[src/rtl/msg_pkg.sv]
// Shared definitions for the message frame path: beat-0 header layout, FSM
// state encoding and frame-length arithmetic.
package msg_pkg;

    localparam int unsigned DATA_W   = 128;
    localparam int unsigned HDR_W    = 32;
    localparam int unsigned INFO_W   = 96;
    localparam int unsigned FLEN_W   = 16;
    localparam int unsigned FCNT_W   = 16;
    localparam int unsigned BEAT_W   = 19;
    localparam int unsigned LEN_MULT = 4;

    // Beat-0 layout, MSB first: [127:96] header ... [15:0] data-field length
    typedef struct packed {
        logic [HDR_W-1:0]  header;     // [127:96]
        logic [FLEN_W-1:0] frame_len;  // [95:80]
        logic [11:0]       rsvd;       // [79:68]
        logic [3:0]        ftype;      // [67:64]
        logic [FCNT_W-1:0] frame_cnt;  // [63:48]
        logic [7:0]        src;        // [47:40]
        logic [7:0]        dst;        // [39:32]
        logic [7:0]        dtype;      // [31:24]
        logic [7:0]        chan;       // [23:16]
        logic [15:0]       dlen;       // [15:0]
    } msg_hdr_t;

    typedef enum logic [1:0] {
        S_IDLE  = 2'd0,
        S_BODY  = 2'd1,
        S_DRAIN = 2'd2
    } msg_state_t;

    // Total beats in a frame, checksum beat included
    function automatic logic [BEAT_W-1:0] frame_beats(input logic [FLEN_W-1:0] flen);
        return (BEAT_W'(flen) + BEAT_W'(1)) * BEAT_W'(LEN_MULT);
    endfunction

endpackage

[src/rtl/msg_byte_sum16.sv]
// Mod-256 sum of the 16 bytes of one beat, as a balanced single-cycle adder tree.
module msg_byte_sum16
    import msg_pkg::*;
(
    input  logic [DATA_W-1:0] data,
    output logic [7:0]        sum_c
);

    logic [7:0] lvl1 [8];
    logic [7:0] lvl2 [4];
    logic [7:0] lvl3 [2];

    always_comb begin
        for (int i = 0; i < 8; i++) begin
            lvl1[i] = data[16*i +: 8] + data[16*i+8 +: 8];
        end
        for (int i = 0; i < 4; i++) begin
            lvl2[i] = lvl1[2*i] + lvl1[2*i+1];
        end
        for (int i = 0; i < 2; i++) begin
            lvl3[i] = lvl2[2*i] + lvl2[2*i+1];
        end
        sum_c = lvl3[0] + lvl3[1];
    end

endmodule

[src/rtl/msg_receive_check.sv]
// Receive-side frame checker: validates header, length, checksum and sequence
// of each frame and keeps saturating frame/error statistics.
module msg_receive_check
    import msg_pkg::*;
#(
    parameter int unsigned CNT_W = 32
) (
    input  logic              sys_clk_i,
    input  logic              rst_n_i,
    input  logic              msg_vld_i,
    input  logic [DATA_W-1:0] msg_data_i,
    input  logic [HDR_W-1:0]  exp_header_i,
    input  logic              clr_stat_i,
    output logic              frame_done_pulse_o,
    output logic              frame_ok_o,
    output logic              err_header_o,
    output logic              err_len_o,
    output logic              err_sum_o,
    output logic              err_seq_o,
    output logic [INFO_W-1:0] hdr_info_o,
    output logic [CNT_W-1:0]  rx_frame_cnt_o,
    output logic [CNT_W-1:0]  err_frame_cnt_o
);

    msg_state_t        state_q, state_d;
    msg_hdr_t          hdr_c;
    logic [7:0]        beat_sum_c;
    logic [7:0]        acc_q;
    logic [BEAT_W-1:0] beat_idx_q;
    logic [BEAT_W-1:0] last_idx_q;
    logic              seq_vld_q;
    logic [FCNT_W-1:0] last_fcnt_q;
    logic              seq_err_q;

    logic accept_c, add_c, done_c, bad_c;
    logic e_hdr_c, e_len_c, e_sum_c, e_seq_c;

    assign hdr_c = msg_hdr_t'(msg_data_i);

    msg_byte_sum16 u_sum (
        .data  (msg_data_i),
        .sum_c (beat_sum_c)
    );

    always_ff @(posedge sys_clk_i or negedge rst_n_i) begin
        if (!rst_n_i) state_q <= S_IDLE;
        else          state_q <= state_d;
    end

    always_comb begin
        state_d  = state_q;
        accept_c = 1'b0;
        add_c    = 1'b0;
        done_c   = 1'b0;
        e_hdr_c  = 1'b0;
        e_len_c  = 1'b0;
        e_sum_c  = 1'b0;
        e_seq_c  = 1'b0;
        case (state_q)
            S_IDLE: begin
                if (msg_vld_i) begin
                    if (hdr_c.header == exp_header_i) begin
                        accept_c = 1'b1;
                        state_d  = S_BODY;
                    end else begin
                        state_d  = S_DRAIN;
                    end
                end
            end
            S_BODY: begin
                if (!msg_vld_i) begin
                    done_c  = 1'b1;
                    e_len_c = 1'b1;
                    e_seq_c = seq_err_q;
                    state_d = S_IDLE;
                end else if (beat_idx_q == last_idx_q) begin
                    done_c  = 1'b1;
                    e_sum_c = (msg_data_i[7:0] != acc_q) || (msg_data_i[DATA_W-1:8] != '0);
                    e_seq_c = seq_err_q;
                    state_d = S_IDLE;
                end else begin
                    add_c   = 1'b1;
                end
            end
            S_DRAIN: begin
                if (!msg_vld_i) begin
                    done_c  = 1'b1;
                    e_hdr_c = 1'b1;
                    state_d = S_IDLE;
                end
            end
            default: state_d = S_IDLE;
        endcase
        bad_c = e_hdr_c | e_len_c | e_sum_c;
    end

    // Per-frame context: checksum accumulator, beat position, sequence history
    always_ff @(posedge sys_clk_i or negedge rst_n_i) begin
        if (!rst_n_i) begin
            acc_q       <= '0;
            beat_idx_q  <= '0;
            last_idx_q  <= '0;
            seq_vld_q   <= 1'b0;
            last_fcnt_q <= '0;
            seq_err_q   <= 1'b0;
            hdr_info_o  <= '0;
        end else if (accept_c) begin
            acc_q       <= beat_sum_c;
            beat_idx_q  <= BEAT_W'(1);
            last_idx_q  <= frame_beats(hdr_c.frame_len) - BEAT_W'(1);
            seq_err_q   <= seq_vld_q && (hdr_c.frame_cnt != last_fcnt_q + FCNT_W'(1));
            seq_vld_q   <= 1'b1;
            last_fcnt_q <= hdr_c.frame_cnt;
            hdr_info_o  <= hdr_c[INFO_W-1:0];
        end else if (add_c) begin
            acc_q       <= acc_q + beat_sum_c;
            beat_idx_q  <= beat_idx_q + BEAT_W'(1);
        end
    end

    // Result flags and statistics; a clear in the same cycle beats an increment
    always_ff @(posedge sys_clk_i or negedge rst_n_i) begin
        if (!rst_n_i) begin
            frame_done_pulse_o <= 1'b0;
            frame_ok_o         <= 1'b0;
            err_header_o       <= 1'b0;
            err_len_o          <= 1'b0;
            err_sum_o          <= 1'b0;
            err_seq_o          <= 1'b0;
            rx_frame_cnt_o     <= '0;
            err_frame_cnt_o    <= '0;
        end else begin
            frame_done_pulse_o <= done_c;
            frame_ok_o         <= done_c & ~bad_c;
            err_header_o       <= e_hdr_c;
            err_len_o          <= e_len_c;
            err_sum_o          <= e_sum_c;
            err_seq_o          <= e_seq_c;
            if (clr_stat_i) begin
                rx_frame_cnt_o  <= '0;
                err_frame_cnt_o <= '0;
            end else if (done_c) begin
                if (rx_frame_cnt_o != '1)
                    rx_frame_cnt_o <= rx_frame_cnt_o + CNT_W'(1);
                if (bad_c && (err_frame_cnt_o != '1))
                    err_frame_cnt_o <= err_frame_cnt_o + CNT_W'(1);
            end
        end
    end

endmodule

[config.mk]
export PLATFORM = sky130hd
export DESIGN_NAME = msg_receive_check
export DESIGN_NICKNAME = d
export VERILOG_FILES = /design/src/rtl/msg_pkg.sv /design/src/rtl/msg_byte_sum16.sv /design/src/rtl/msg_receive_check.sv
export SDC_FILE = /design/constraint.sdc
export NUM_CORES = 1
export LEC_CHECK = 0
export CAP_MARGIN = 10
export CORE_MARGIN = 5
export CORE_UTILIZATION = 53
export CTS_BUF_LIST = sky130_fd_sc_hd__clkbuf_2 sky130_fd_sc_hd__clkbuf_4 sky130_fd_sc_hd__clkbuf_8
export CTS_CLUSTER_DIAMETER = 60
export DETAILED_ROUTE_END_ITERATION = 7
export PLACE_DENSITY_LB_ADDON = 0.25
export SLEW_MARGIN = 20
export SYNTH_ARGS = -nofsm -noshare
export SYNTH_HDL_FRONTEND = slang
export SYNTH_SLANG_ARGS = --single-unit
[constraint.sdc]
create_clock -name sys_clk_i -period 3.01 [get_ports sys_clk_i]
set_input_delay 0.602 -clock sys_clk_i [delete_from_list [all_inputs] [get_ports sys_clk_i]]
set_output_delay 0.602 -clock sys_clk_i [all_outputs]
set_load 0.01 [all_outputs]
; Word level (Yosys, flattened, before mapping)
; Cells that the tools add are included.
[totals]
regBits = 232
input_bits = 164
out_inout_bits = 166
word_cells = 99
[classes]
add_sub_neg = 22
n_eq_ne = 11
mux = 34
n_bitwise = 4
n_reduce_logical = 12
[op_table]
columns = operator, count
row1 = 32-bit 2-to-1 mux, 6
row2 = 8-bit adder, 16
row3 = 120-bit nonzero test, 1
row4 = "32-bit by 1-bit adder with 32-bit output, second input constant", 2
row5 = "32-bit != test, second input constant", 2
row6 = 19-bit 2-to-1 mux, 2
row7 = 32-bit == test, 1
row8 = "19-bit by 1-bit adder with 19-bit output, second input constant", 1
row9 = 19-bit == test, 1
row10 = "19-bit by 1-bit subtractor with 19-bit output, second input constant", 1
row11 = "16-bit by 1-bit adder with 17-bit output, second input constant", 1
row12 = 1-bit 2-to-1 mux, 17
row13 = "16-bit by 1-bit adder with 16-bit output, second input constant", 1
row14 = 8-bit 2-to-1 mux, 2
row15 = 16-bit != test, 1
row16 = 2-bit 2-to-1 mux, 5
row17 = 8-bit != test, 1
row18 = 2-bit nonzero test, 4
row19 = 2-bit case mux with 3 select lines, 1
row20 = "2-bit != test, second input constant", 2
row21 = 2-bit AND reduction, 2
row22 = "3-bit != test, second input constant", 1
row23 = 3-bit AND reduction, 1
row24 = "2-bit by 1-bit == test with 1-bit output, second input constant", 1
row25 = 8 further kinds, 10

; Depth between registers and ports, before layout
; Gate-level depths: netlist of run 1.
[logic_depth]
word_depth = 10
ltp_mapped = 24
ltp_nobuf = 23

; Modules after synthesis
; From an unflattened synthesis of run 1, not the netlist that was laid out.
[unflattened]
hier_cells = 1520
hier_area_um2 = 14823.0
[modules_own_cells]
columns = mod, instances, cells_per_inst, area_per_inst_um2, seq_area_each_um2
row1 = msg_receive_check, 1, 1252, 12102.9, 5330.1
row2 = msg_byte_sum16, 1, 268, 2720.1, 0.0

; Least setup slack after synthesis of run 1
; No wires, ideal clock.
[synth_path]
kind = input -> register
startpoint = input msg_data_i[82]
endpoint = register acc_q[7]
setup_time_ns = 0.123
arrival_time_ns = 6.029
required_ns = 2.887
slack_ns = -3.142
stages = 19
n_path_buf = 1
cell_sequence = clkbuf_1 -> inv_1 -> fa_1 -> fa_1 -> inv_1 -> fa_1 -> fa_1 -> fa_1 -> fa_1 -> ha_1 -> fa_1 -> xor2_1 -> ha_1 -> o21a_1 -> a21oi_1 -> o21bai_1 -> a21o_1 -> o22a_1 -> o221a_2
[synth_via]
elab_chain_cells = 7
[synth_rtl]
columns = item, line_no
row1 = start: declaration, msg_receive_check.sv:11  ; input logic [DATA_W-1:0] msg_data_i,
row2 = 8-bit adder *, msg_byte_sum16.sv:15  ; lvl1[i] = data[16*i +: 8] + data[16*i+8 +: 8];
row3 = 8-bit adder *, msg_byte_sum16.sv:18  ; lvl2[i] = lvl1[2*i] + lvl1[2*i+1];
row4 = 8-bit adder *, msg_byte_sum16.sv:21  ; lvl3[i] = lvl2[2*i] + lvl2[2*i+1];
row5 = 8-bit adder *, msg_byte_sum16.sv:23  ; sum_c = lvl3[0] + lvl3[1];
row6 = 8-bit adder, msg_receive_check.sv:116  ; acc_q <= acc_q + beat_sum_c;
row7 = 8-bit 2-to-1 mux, msg_receive_check.sv:115  ; end else if (add_c) begin
row8 = 8-bit 2-to-1 mux *, msg_receive_check.sv:107  ; end else if (accept_c) begin
row9 = end signal: assignment, msg_receive_check.sv:108  ; acc_q <= beat_sum_c;
row10 = end signal: assignment, msg_receive_check.sv:116
row11 = end: declaration, msg_receive_check.sv:28  ; logic [7:0] acc_q;
; Every way passes the cells marked *; elsewhere a longest branch is shown, timed or not. The select of a mux whose other input is x is not followed.
; A chain may end at the register's enable or synchronous reset.

; Final worst setup path of run 1
[layout_path]
startpoint = input msg_data_i[58]
endpoint = register acc_q[7]
; Same word-level chain as after synthesis.

==> results of run 1 <==
[path summary, 6_finish.rpt]
path,from,to,slack [ns]
worst max-delay path,msg_data_i[58],acc_q[7],-2.54
worst min-delay path,msg_data_i[19],hdr_info_o[19],0.27
worst max register to register,beat_idx_q[17],err_frame_cnt_o[17],0.08
worst min register to register,hdr_info_o[72],hdr_info_o[72],0.50
max in group asynchronous,rst_n_i,hdr_info_o[38],1.49
min in group asynchronous,rst_n_i,hdr_info_o[34],0.54
[synth_stat cells, types with 4 or more instances]
cell      instances  area, um2
dfrtp_1         213       5330
inv_1           158        593
mux2_2          112       1260
xnor2_1         111        972
nor2_1           91        342
fa_1             88       1760
xor2_1           73        639
nand2_1          70        263
nor4_1           55        344
a21oi_1          46        230
nand3_1          38        190
clkbuf_1         36        135
o21ai_0          33        165
ha_1             30        375
nor3_1           30        150
nand4_1          28        175
or3_1            21        131
and3_1           20        125
o31ai_1          15        113
or4_1            14        105
mux2i_1          11        110
nor2b_1          10       62.6
and4_1            9       78.8
and2_1            7       43.8
a21o_1            5       37.5
nor4b_1           5       43.8
buf_1             4       15.0
buf_2             4       20.0
or2_2             4       25.0
[kinds of logic (layout without fill, tap and decap cells)]
logic type,after synthesis,count (layout),share of synthesized area [%]
DFF,213,213,37.2
other,0,5,0
muxes,123,123,9.58
xor gates and xnor gates,185,185,11.4
and+or+nand+nor,415,415,15.4
AOI/OAI and AO/OA,132,132,5.92
adders and majority gates,118,118,14.9
buffers and inverters,206,772,5.58
[power by group through the flow]
stage | sequential, mW | clock, mW | combinational (mW)
5_1_grt | 2.89 | 3.22 | 15.5
3_3_place_gp | 2.94 | 0 | 9.67
6_report | 2.89 | 3.04 | 14.3
3_5_place_dp | 2.94 | 0 | 10.1
4_1_cts | 2.89 | 3.08 | 12.8
2_1_floorplan | 2.95 | 0 | 7.06
[through the flow]
stage / power (mW) / std cells / cell area [um2] / hold WS [ns] / util [%]
final: 20.2 / 2304 / 20700 / 0.273 / 77.1
after global routing: 21.6 / 2304 / 20700 / 0.280 / 77.1
after CTS: 18.8 / 2293 / 20400 / 0.250 / 76.3
after detailed placement: 13.1 / 2220 / 19600 / 0.495 / 73.0
after global placement: 12.6 / 2220 / 19600 / 0.491 / 73.0
after floorplan: 10.0 / 1392 / 14400 / 0.306 / -
[metal layers]
layer | wire length (um) | part of all wire, % | vias to the layer above
met1 | 19100 | 39 | 6345
met5 | 44 | 0.090 | -
met4 | 2080 | 4.2 | 8
met3 | 4180 | 8.5 | 136
met2 | 23800 | 48 | 508
li1 | - | - | 5837
[layout by cell type (no fill, tap or decap), types with 26 or more instances in the layout]
| cell | n |
|---|---|
| clkdlybuf4s50_1 | 245 |
| dfrtp_1 | 213 |
| buf_4 | 206 |
| inv_1 | 116 |
| mux2_2 | 112 |
| xnor2_1 | 106 |
| nor2_1 | 91 |
| xor2_1 | 72 |
| fa_1 | 72 |
| nand2_1 | 70 |
| clkbuf_8 | 49 |
| nor4_1 | 46 |
| inv_2 | 39 |
| a21oi_1 | 38 |
| nand3_1 | 38 |
| nor3_1 | 30 |
| dlygate4sd2_1 | 30 |
| nand4_1 | 28 |
| o21ai_0 | 26 |
[state kept, by name, summed over array words and instances, names as in the netlist, 2 cells and up]
name / count
beat_idx_q: 19
acc_q: 8
hdr_info_o: 96
last_idx_q: 17
rx_frame_cnt_o: 32
state_q: 2
err_frame_cnt_o: 32
[cell type report]
cell class / count / area share (%)
well taps: 341 / 2.07
clock buffers: 59 / 3.63
clock inverters: 7 / 0.454
repair buffers: 548 / 23.8
inverters: 158 / 2.93
flip-flops and latches: 213 / 25.8
multi-input cells: 973 / 41.3
diodes: 5 / 0.0606
[timing repair]
item	CTS	global route
pin swaps	85	64
hold endpoints to repair	46	0
cloned	0	1
setup endpoints to repair	31	58
buffers inserted	7	6
hold buffers	1	0
gates resized for setup	232	79
==> results_dict.tcl, run 1 <==
set metrics [dict create \
    outcome "complete, but fails checks" \
    violations "negative setup slack" \
    seqPwrFrac_pct 14.3 \
    grtUsageTotal_pct 31.6 \
    setup.worst_path.start_class "primary input" \
    antenna_found_initial 10 \
    busiest_layer "met2" \
    synth_seq_cells 213 \
    power.leakage_nw 9.48 \
    synth_cell_types 69 \
    maxSlewViolCount 0 \
    setup-tns-final_ns -13.93 \
    start_util_pct 53.4 \
    combPwrFrac_pct 70.7 \
    min_period_over_period_pct 184 \
    setup_ws_ns -2.54 \
    rsz0062_at_grt "yes" \
    crit_buf_inv 3 \
    clock_latency_ns 0.58 \
    core.rowCount 60 \
    worst_ep_required_time_ns 3.48 \
    min_path_type "in2reg" \
    wirelength_um 49100 \
    synthCells 1392 \
    drc_errors 0 \
    timing.max_cap.violations 0 \
    hold_viol_final 0 \
    routedWlPerCell_um 21.3 \
    gp_congestion 0.934 \
    syn_to_final_growth_pct 44.3 \
    max_stage_delay_ns 0.63 \
    clockPowerShare_pct 15.0 \
    clock_skew_ns 0.0391 \
    hold_depth 2 \
    regArea_um2 5330 \
    ys.flop_type "dfrtp_1" \
    drt_iter0_drc 1014 \
    synth.cell_area_um2 14300 \
    max-slew-margin-rel_pct 44.9 \
    cts-htree-levels 2 \
    io_buffers 329 \
    io_pins 330 \
    internal_power_mw 12.4 \
    fin_crit_ns 5.55 \
    nNetsFinal 2215 \
    grt.met3_usage_pct 10.3 \
    cp_cell_sequence "buf_6 -> fa_2 -> inv_2 -> fa_1 -> inv_2 -> fa_1 -> fa_1 -> fa_1 -> fa_1 -> ha_4 -> fa_2 -> xor2_2 -> ha_1 -> o21a_1 -> a21oi_2 -> o21bai_1 -> a21o_1 -> nor2b_1 -> o211ai_1 -> o221a_2" \
    use_met2_pct 52.1 \
    grt_max_degree 93 \
    fmaxAchievable_ghz 0.180 \
    setup_viol 7 \
    vias_per_cell 5.57 \
    p_per_area_nw_per_um2 979 \
    worst-path-stages 20 \
    arrival_ns 6.02 \
    netSwitchingPower_mw 7.78 \
    crit_family "adder cells" \
    drt_first_pass_iters 5 \
    vdd_drop_max_uv 2280 \
    vias 12834 \
    core_area_um2 26800 \
    critPathSlowestCell "fa_2" \
    clock_sinks 213 \
    switching_share_pct 38.5 \
    end_kind "flip-flop" \
    cp_max_fo 4 \
    numCtsBuffers 39 \
    antenna_left 0 \
    grtUsageMet1_pct 38.9 \
    clk_pin_slew_worst_paths_ns 0.07 \
    synth_nets 1674 \
    dieArea_um2 30400 \
    clock_path_buffers 3 \
    cts_tree "yes" \
    grt_pass1_wl_um 75100 \
    dp_slack_ns -3.57 \
    die_w_um 174 \
    hpwl_um 38300 \
    die_h_um 174 \
    yosys_warnings 0 \
    synth.avg_cell_area_um2 10.3 \
    crit_top_cell "fa_1" \
    cts.root.buffer_cell "clkbuf_8" \
    async_reset_ff_share_pct 100 \
    worst_slew_pin_slew_ns 0.824 \
    synth-edff-count 0 \
    worstSetupPathType "in2reg" \
    grt_pass1_vias 13521 \
    ys_seq_area_share_pct 37.2 \
    globalRoute.totalOverflow 0 \
    multiInputGateArea_um2 8520 \
    nFillCells 1771 \
    drive_gt1_share_pct 28.4 \
    r2r_cells 10 \
]
Note: power is estimated with default switching activity, not from simulation.
==> run 2, diff against run 1 <==
--- a/config.mk
+++ b/config.mk
@@ -5,12 +5,12 @@
 export SDC_FILE = /design/constraint.sdc
 export NUM_CORES = 1
 export LEC_CHECK = 0
-export CAP_MARGIN = 10
 export CORE_MARGIN = 5
 export CORE_UTILIZATION = 53
 export CTS_BUF_LIST = sky130_fd_sc_hd__clkbuf_2 sky130_fd_sc_hd__clkbuf_4 sky130_fd_sc_hd__clkbuf_8
 export CTS_CLUSTER_DIAMETER = 60
 export DETAILED_ROUTE_END_ITERATION = 7
+export GPL_ROUTABILITY_DRIVEN = 0
 export PLACE_DENSITY_LB_ADDON = 0.25
 export SLEW_MARGIN = 20
 export SYNTH_ARGS = -nofsm -noshare
==> run 2 against run 1 <==
The flow still finishes with violations (negative setup slack). Die area unchanged. Non-clock buffer count up 2. Critical path type unchanged. First-iteration DRC count down 8.7%. Worst hold slack better by 0.093 ns. Register-to-register slack worse by 0.05 ns. Clock skew down 0.0082 ns. Fmax down 2.9%. Sequential share of layout area down 0.10 points. Final area up 0.39%.
==> results_dict.tcl, run 2 (synthesis gave the netlist of run 1 again) <==
set metrics [dict create \
    outcome "complete, but fails checks" \
    violations "negative setup slack" \
    io_pins 330 \
    antenna_found_initial 6 \
    numCtsBuffers 39 \
    hold_viol_final 0 \
    placed_area_um2 19600 \
    final_common_cell "clkdlybuf4s50_1" \
    rrSetupSlack_ns 0.03 \
    crit_family "adder cells" \
    fmaxAchievable_ghz 0.175 \
    regMostFlops "hdr_info_o" \
    wirelength_um 50100 \
    core.rowCount 60 \
    setup.worst_path.start_class "primary input" \
    die_h_um 174 \
    nNetsFinal 2217 \
    startpoint "msg_data_i[66]" \
    rsz0062_at_grt "yes" \
    clock_skew_ns 0.0309 \
    syn_to_final_growth_pct 44.8 \
    clock_latency_ns 0.57 \
    max-slew-margin-rel_pct 57.4 \
    switching_share_pct 40.1 \
    crit_buf_inv 3 \
    die_w_um 174 \
    timing.max_cap.violations 0 \
    layout_common_cells "clkdlybuf4s50_1 (247), dfrtp_1 (213), buf_4 (206), inv_1 (112), mux2_2 (112)" \
    rr_endpoint "err_frame_cnt_o[17]" \
    netSwitchingPower_mw 8.88 \
    clk_pin_slew_worst_paths_ns 0.06 \
    timing.rr.start "last_idx_q[17]" \
    min_period_over_period_pct 190 \
    worst_slew_pin_slew_ns 0.638 \
    cts_tree "yes" \
    cts.root.buffer_cell "clkbuf_8" \
    routedWlPerCell_um 21.7 \
    max_stage_delay_ns 0.64 \
    combPwrFrac_pct 73.0 \
    grtUsageTotal_pct 32.1 \
    setup_ws_ns -2.71 \
    globalRoute.totalOverflow 0 \
    drt_iter0_drc 926 \
    cp_max_fo 4 \
    arrival_ns 6.16 \
    final_core_util_pct 77.4 \
    crit_top_cell "fa_1" \
    cts-htree-levels 2 \
    core_area_um2 26800 \
    cp_cell_sequence "buf_8 -> fa_2 -> inv_2 -> fa_1 -> inv_2 -> fa_2 -> fa_1 -> fa_1 -> fa_1 -> ha_4 -> fa_2 -> xor2_2 -> ha_1 -> o21a_1 -> a21oi_2 -> o21bai_1 -> a21o_1 -> a21boi_2 -> o22a_1 -> o221a_2" \
    io_buffers 329 \
    clockPowerShare_pct 13.9 \
    vias_per_cell 5.62 \
    grt_pass1_vias 13796 \
    reg.largest.list "hdr_info_o: 96 flops, err_frame_cnt_o: 32 flops, rx_frame_cnt_o: 32 flops" \
    critPathSlowestCell "fa_2" \
    clock_sinks 213 \
    start_util_pct 53.4 \
    endpoint "acc_q[7]" \
    dieArea_um2 30400 \
    fin_crit_ns 5.72 \
    hpwl_um 38500 \
    worstSetupPathType "in2reg" \
    seqPwrFrac_pct 13.1 \
    fin_cells 2309 \
    clock_path_buffers 3 \
    grt_pass1_wl_um 76200 \
    vdd_drop_max_uv 2290 \
    largest_reg_flops 96 \
    min_path_type "in2reg" \
    maxSlewViolCount 0 \
    drive_gt1_share_pct 29.4 \
    end_kind "flip-flop" \
    antenna_left 0 \
    power.leakage_nw 9.51 \
    internal_power_mw 13.3 \
    dp_cells 2222 \
    drc_errors 0 \
    drt_first_pass_iters 5 \
    r2r_cells 10 \
    worst_ep_required_time_ns 3.45 \
    p_per_area_nw_per_um2 1070 \
    grt_max_degree 62 \
    worst-path-stages 20 \
    setup_viol 7 \
    fin_area_um2 20700 \
    vias 12979 \
]
==> run 2: cell type report <==
class	count	area, um2
Tap cell	341	427
Inverter	158	601
Fill cell	1718	6070
Clock inverter	7	105
Antenna cell	5	12.5
Timing Repair Buffer	550	4950
Clock buffer	62	766
Multi-Input combinational cell	973	8550
Sequential cell	213	5330
==> run 2: metal layers <==
metal  vias up  global-route usage (%)  wire (um)
met5         -                       0         27
met4         4                    14.3       2580
met3       172                    11.0       4750
met2       559                    52.2      23700
met1      6400                    38.7      19000
li1       5844                       -          -
==> run 2: stage by stage <==
step           power (mW)  setup TNS [ns]  hold slack [ns]  setup slack, ns
2_1_floorplan        10.0          -14.58            0.306            -2.73
3_3_place_gp         12.7          -82.52            0.490            -3.47
3_5_place_dp         13.2          -87.68            0.494            -3.56
4_1_cts              18.3          -13.63            0.354            -2.51
5_1_grt              23.3          -15.28            0.363            -2.82
6_report             22.2          -14.72            0.366            -2.71
==> run 2: how the worst min path moves through the flow <==
| stage | cells after the start | end | from | slack, ns |
|---|---|---|---|---|
| floorplan | 0 | acc_q[0] | rst_n_i | 0.31 |
| global placement | 1 | hdr_info_o[24] | hdr_info_o[24] | 0.49 |
| detailed placement | 1 | hdr_info_o[88] | hdr_info_o[88] | 0.49 |
| CTS | 3 | hdr_info_o[65] | msg_data_i[65] | 0.35 |
| global route | 2 | hdr_info_o[17] | msg_data_i[17] | 0.36 |
| finish | 2 | hdr_info_o[75] | msg_data_i[75] | 0.37 |
==> run 2: worst reg2reg max path: stages (launching register included) <==
cell	delay, ns
dfrtp_1	0.40
xor2_1	0.19
a2111oi_2	0.39
nand4b_1	0.25
or3_4	0.46
o21ai_4	0.17
a21oi_4	0.08
buf_12	0.15
buf_12	0.15
or4_1	0.50
a21oi_1	0.15
==> run 2: timing repair <==
item / CTS / global route
gates resized for setup: 193 / 136
buffers inserted: 6 / 7
endpoints found under the hold margin: 20 / 0
cloned: 0 / 0
pin swaps: 81 / 73
endpoints found under the setup margin: 15 / 43
hold buffers: 1 / 0
==> run 2: power groups by stage <==
| stage | clock [mW] | sequential, mW | combinational [mW] |
|---|---|---|---|
| 4_1_cts | 3.12 | 2.89 | 12.3 |
| 5_1_grt | 3.26 | 2.89 | 17.1 |
| 2_1_floorplan | 0 | 2.95 | 7.06 |
| 3_3_place_gp | 0 | 2.94 | 9.75 |
| 3_5_place_dp | 0 | 2.94 | 10.2 |
| 6_report | 3.08 | 2.89 | 16.2 |
==> run 3, diff against run 2 <==
--- a/config.mk
+++ b/config.mk
@@ -6,8 +6,7 @@
 export NUM_CORES = 1
 export LEC_CHECK = 0
 export CORE_MARGIN = 5
-export CORE_UTILIZATION = 53
-export CTS_BUF_LIST = sky130_fd_sc_hd__clkbuf_2 sky130_fd_sc_hd__clkbuf_4 sky130_fd_sc_hd__clkbuf_8
+export CORE_UTILIZATION = 52
 export CTS_CLUSTER_DIAMETER = 60
 export DETAILED_ROUTE_END_ITERATION = 7
 export GPL_ROUTABILITY_DRIVEN = 0
==> run 3 against run 2 <==
The run still ends with negative setup slack left. Register-to-register slack better by 0.06 ns. Utilization is 0.56 points lower. Sequential share of layout area hardly changed. First-iteration DRC count is 3.0% lower. Flip-flop and latch count stayed put. Critical path depth stayed put. Critical path type unchanged. Critical endpoint unchanged. Largest cell class unchanged. Largest power group unchanged.
==> results_dict.tcl, run 3 (synthesis gave the netlist of run 1 again) <==
set metrics [dict create \
    rsz0062_at_grt "yes" \
    critPathSlowestCell "fa_2" \
    nNetsFinal 2203 \
    crit_buf_inv 3 \
    antenna_left 0 \
    setup_ws_ns -2.53 \
    drive_gt1_share_pct 28.5 \
    grtUsageTotal_pct 31.4 \
    regMostFlops "hdr_info_o" \
    wirelength_um 49900 \
    maxSlewViolCount 0 \
    syn_to_final_growth_pct 45.0 \
    end_kind "flip-flop" \
    reg.largest.list "hdr_info_o: 96 flops, err_frame_cnt_o: 32 flops, rx_frame_cnt_o: 32 flops" \
    worstSetupPathType "in2reg" \
    vias 13006 \
    wl_met1_um 19300 \
    clock_latency_ns 0.54 \
    clk_pin_slew_worst_paths_ns 0.06 \
    vias_per_cell 5.68 \
    dr_wl_met2_um 24300 \
    antenna_found_initial 8 \
    setup.worst_path.start_class "primary input" \
    outcome "complete, but fails checks" \
    max-slew-margin-rel_pct 54.0 \
    timing.max_cap.violations 0 \
    power.leakage_nw 9.46 \
    globalRoute.totalOverflow 0 \
    largest_reg_flops 96 \
    vdd_drop_max_uv 2400 \
    drt_iter0_drc 898 \
    grt_max_degree 72 \
    min_period_over_period_pct 184 \
    placed_area_um2 19600 \
    fin_crit_ns 5.54 \
    clock_path_buffers 3 \
    violations "negative setup slack" \
    crit_family "adder cells" \
    cts_tree "yes" \
    hpwl_um 38700 \
    drt_first_pass_iters 5 \
    final_common_cell "clkdlybuf4s50_1" \
    min_path_type "in2async" \
    arrival_ns 5.97 \
    core.rowCount 60 \
    cp_cell_sequence "clkdlybuf4s15_1 -> inv_2 -> fa_1 -> inv_2 -> fa_2 -> fa_1 -> fa_2 -> fa_1 -> fa_1 -> ha_2 -> fa_2 -> xor2_4 -> ha_4 -> o21a_1 -> a21oi_2 -> o21bai_1 -> a21o_1 -> a21boi_1 -> o22a_1 -> o221a_2" \
    layout_common_cells "clkdlybuf4s50_1 (244), dfrtp_1 (213), buf_4 (207), mux2_2 (112)" \
    clock_skew_ns 0.0201 \
    met3_length_um 4050 \
    fin_area_um2 20800 \
    grt_pass1_vias 13565 \
    start_util_pct 53.0 \
    p_per_area_nw_per_um2 1010 \
    routedWlPerCell_um 21.8 \
    crit_top_cell "fa_1" \
    setup-tns-final_ns -13.82 \
    die_h_um 176 \
    drc_errors 0 \
    clock_sinks 213 \
    dieArea_um2 30900 \
    io_pins 330 \
    core_area_um2 27000 \
    top_layer "met5" \
    hold_viol_final 0 \
    worst_slew_pin_slew_ns 0.688 \
    rrSetupSlack_ns 0.09 \
    max_stage_delay_ns 0.60 \
    grt_pass1_wl_um 76400 \
    fmaxAchievable_ghz 0.180 \
    numCtsBuffers 26 \
    io_buffers 329 \
    die_w_um 176 \
    worst_ep_required_time_ns 3.44 \
    cp_max_fo 4 \
    setup_viol 7 \
    cts.root.buffer_cell "clkbuf_16" \
    ctsHoldBuffers 0 \
    cts-htree-levels 1 \
]
[run 3: cell count changes in the layout (fill, tap and decap cells not counted), moves of 4 or more]
cell / previous run / this run
clkbuf_8: 48 / 4
clkbuf_16: 0 / 27
clkbuf_4: 14 / 0
clkbuf_2: 21 / 14
dlygate4sd2_1: 20 / 27
clkbuf_1: 0 / 6
fa_1: 66 / 72
fa_2: 22 / 16
buf_2: 14 / 19
clkdlybuf4s15_2: 3 / 7
dlymetal6s2s_1: 7 / 3
inv_1: 112 / 108
[run 3: final cells by class]
type / instances / area (um2)
tap: 341 / 427
sequential: 213 / 5330
fill: 1783 / 6270
inverter: 158 / 603
clock inverter: 11 / 151
multi-input combinational: 973 / 8570
clock buffer: 37 / 753
antenna: 7 / 17.5
timing repair buffer: 549 / 4910
[run 3: routing by layer]
metal  global-route usage (%)  vias to the layer above
li1                         -                     5817
met1                     39.8                     6476
met2                     52.7                      566
met3                     7.30                      145
met4                     12.1                        2
met5                        0                        -
[run 3: final timing paths]
path	from	endpoint	depth (start not counted)
setup / recovery	msg_data_i[97]	acc_q[7]	20
min in group sys_clk_i	msg_data_i[42]	hdr_info_o[42]	2
max in group asynchronous	rst_n_i	hdr_info_o[52]	2
hold / removal	rst_n_i	hdr_info_o[34]	1
setup reg to reg	hdr_info_o[54]	seq_err_q	9
hold reg to reg	seq_err_q	seq_err_q	1
[run 3: timing repair]
item / 4_1_cts / 5_1_grt
resized for setup: 233 / 100
pin swaps: 90 / 73
setup endpoints to repair: 34 / 121
setup buffers: 8 / 8
[run 3: per-stage QoR]
step	util, %	std cells	total power [mW]	hold slack [ns]	worst slack [ns]
after floorplan	-	1392	10.0	0.306	-2.73
after global placement	72.6	2223	12.8	0.480	-3.47
after global routing	76.8	2289	22.3	0.0841	-2.66
after detailed placement	72.6	2223	13.4	0.471	-3.57
final	76.8	2289	21.0	0.0474	-2.53
after CTS	76.1	2279	19.0	0.0673	-2.48
[run 3: where the power goes]
part	total, mW	internal (mW)	switching (mW)
registers	2.89	2.88	0.0131
logic	14.7	8.09	6.65
clock network	3.33	2.01	1.31
total	21.0	13.0	7.97
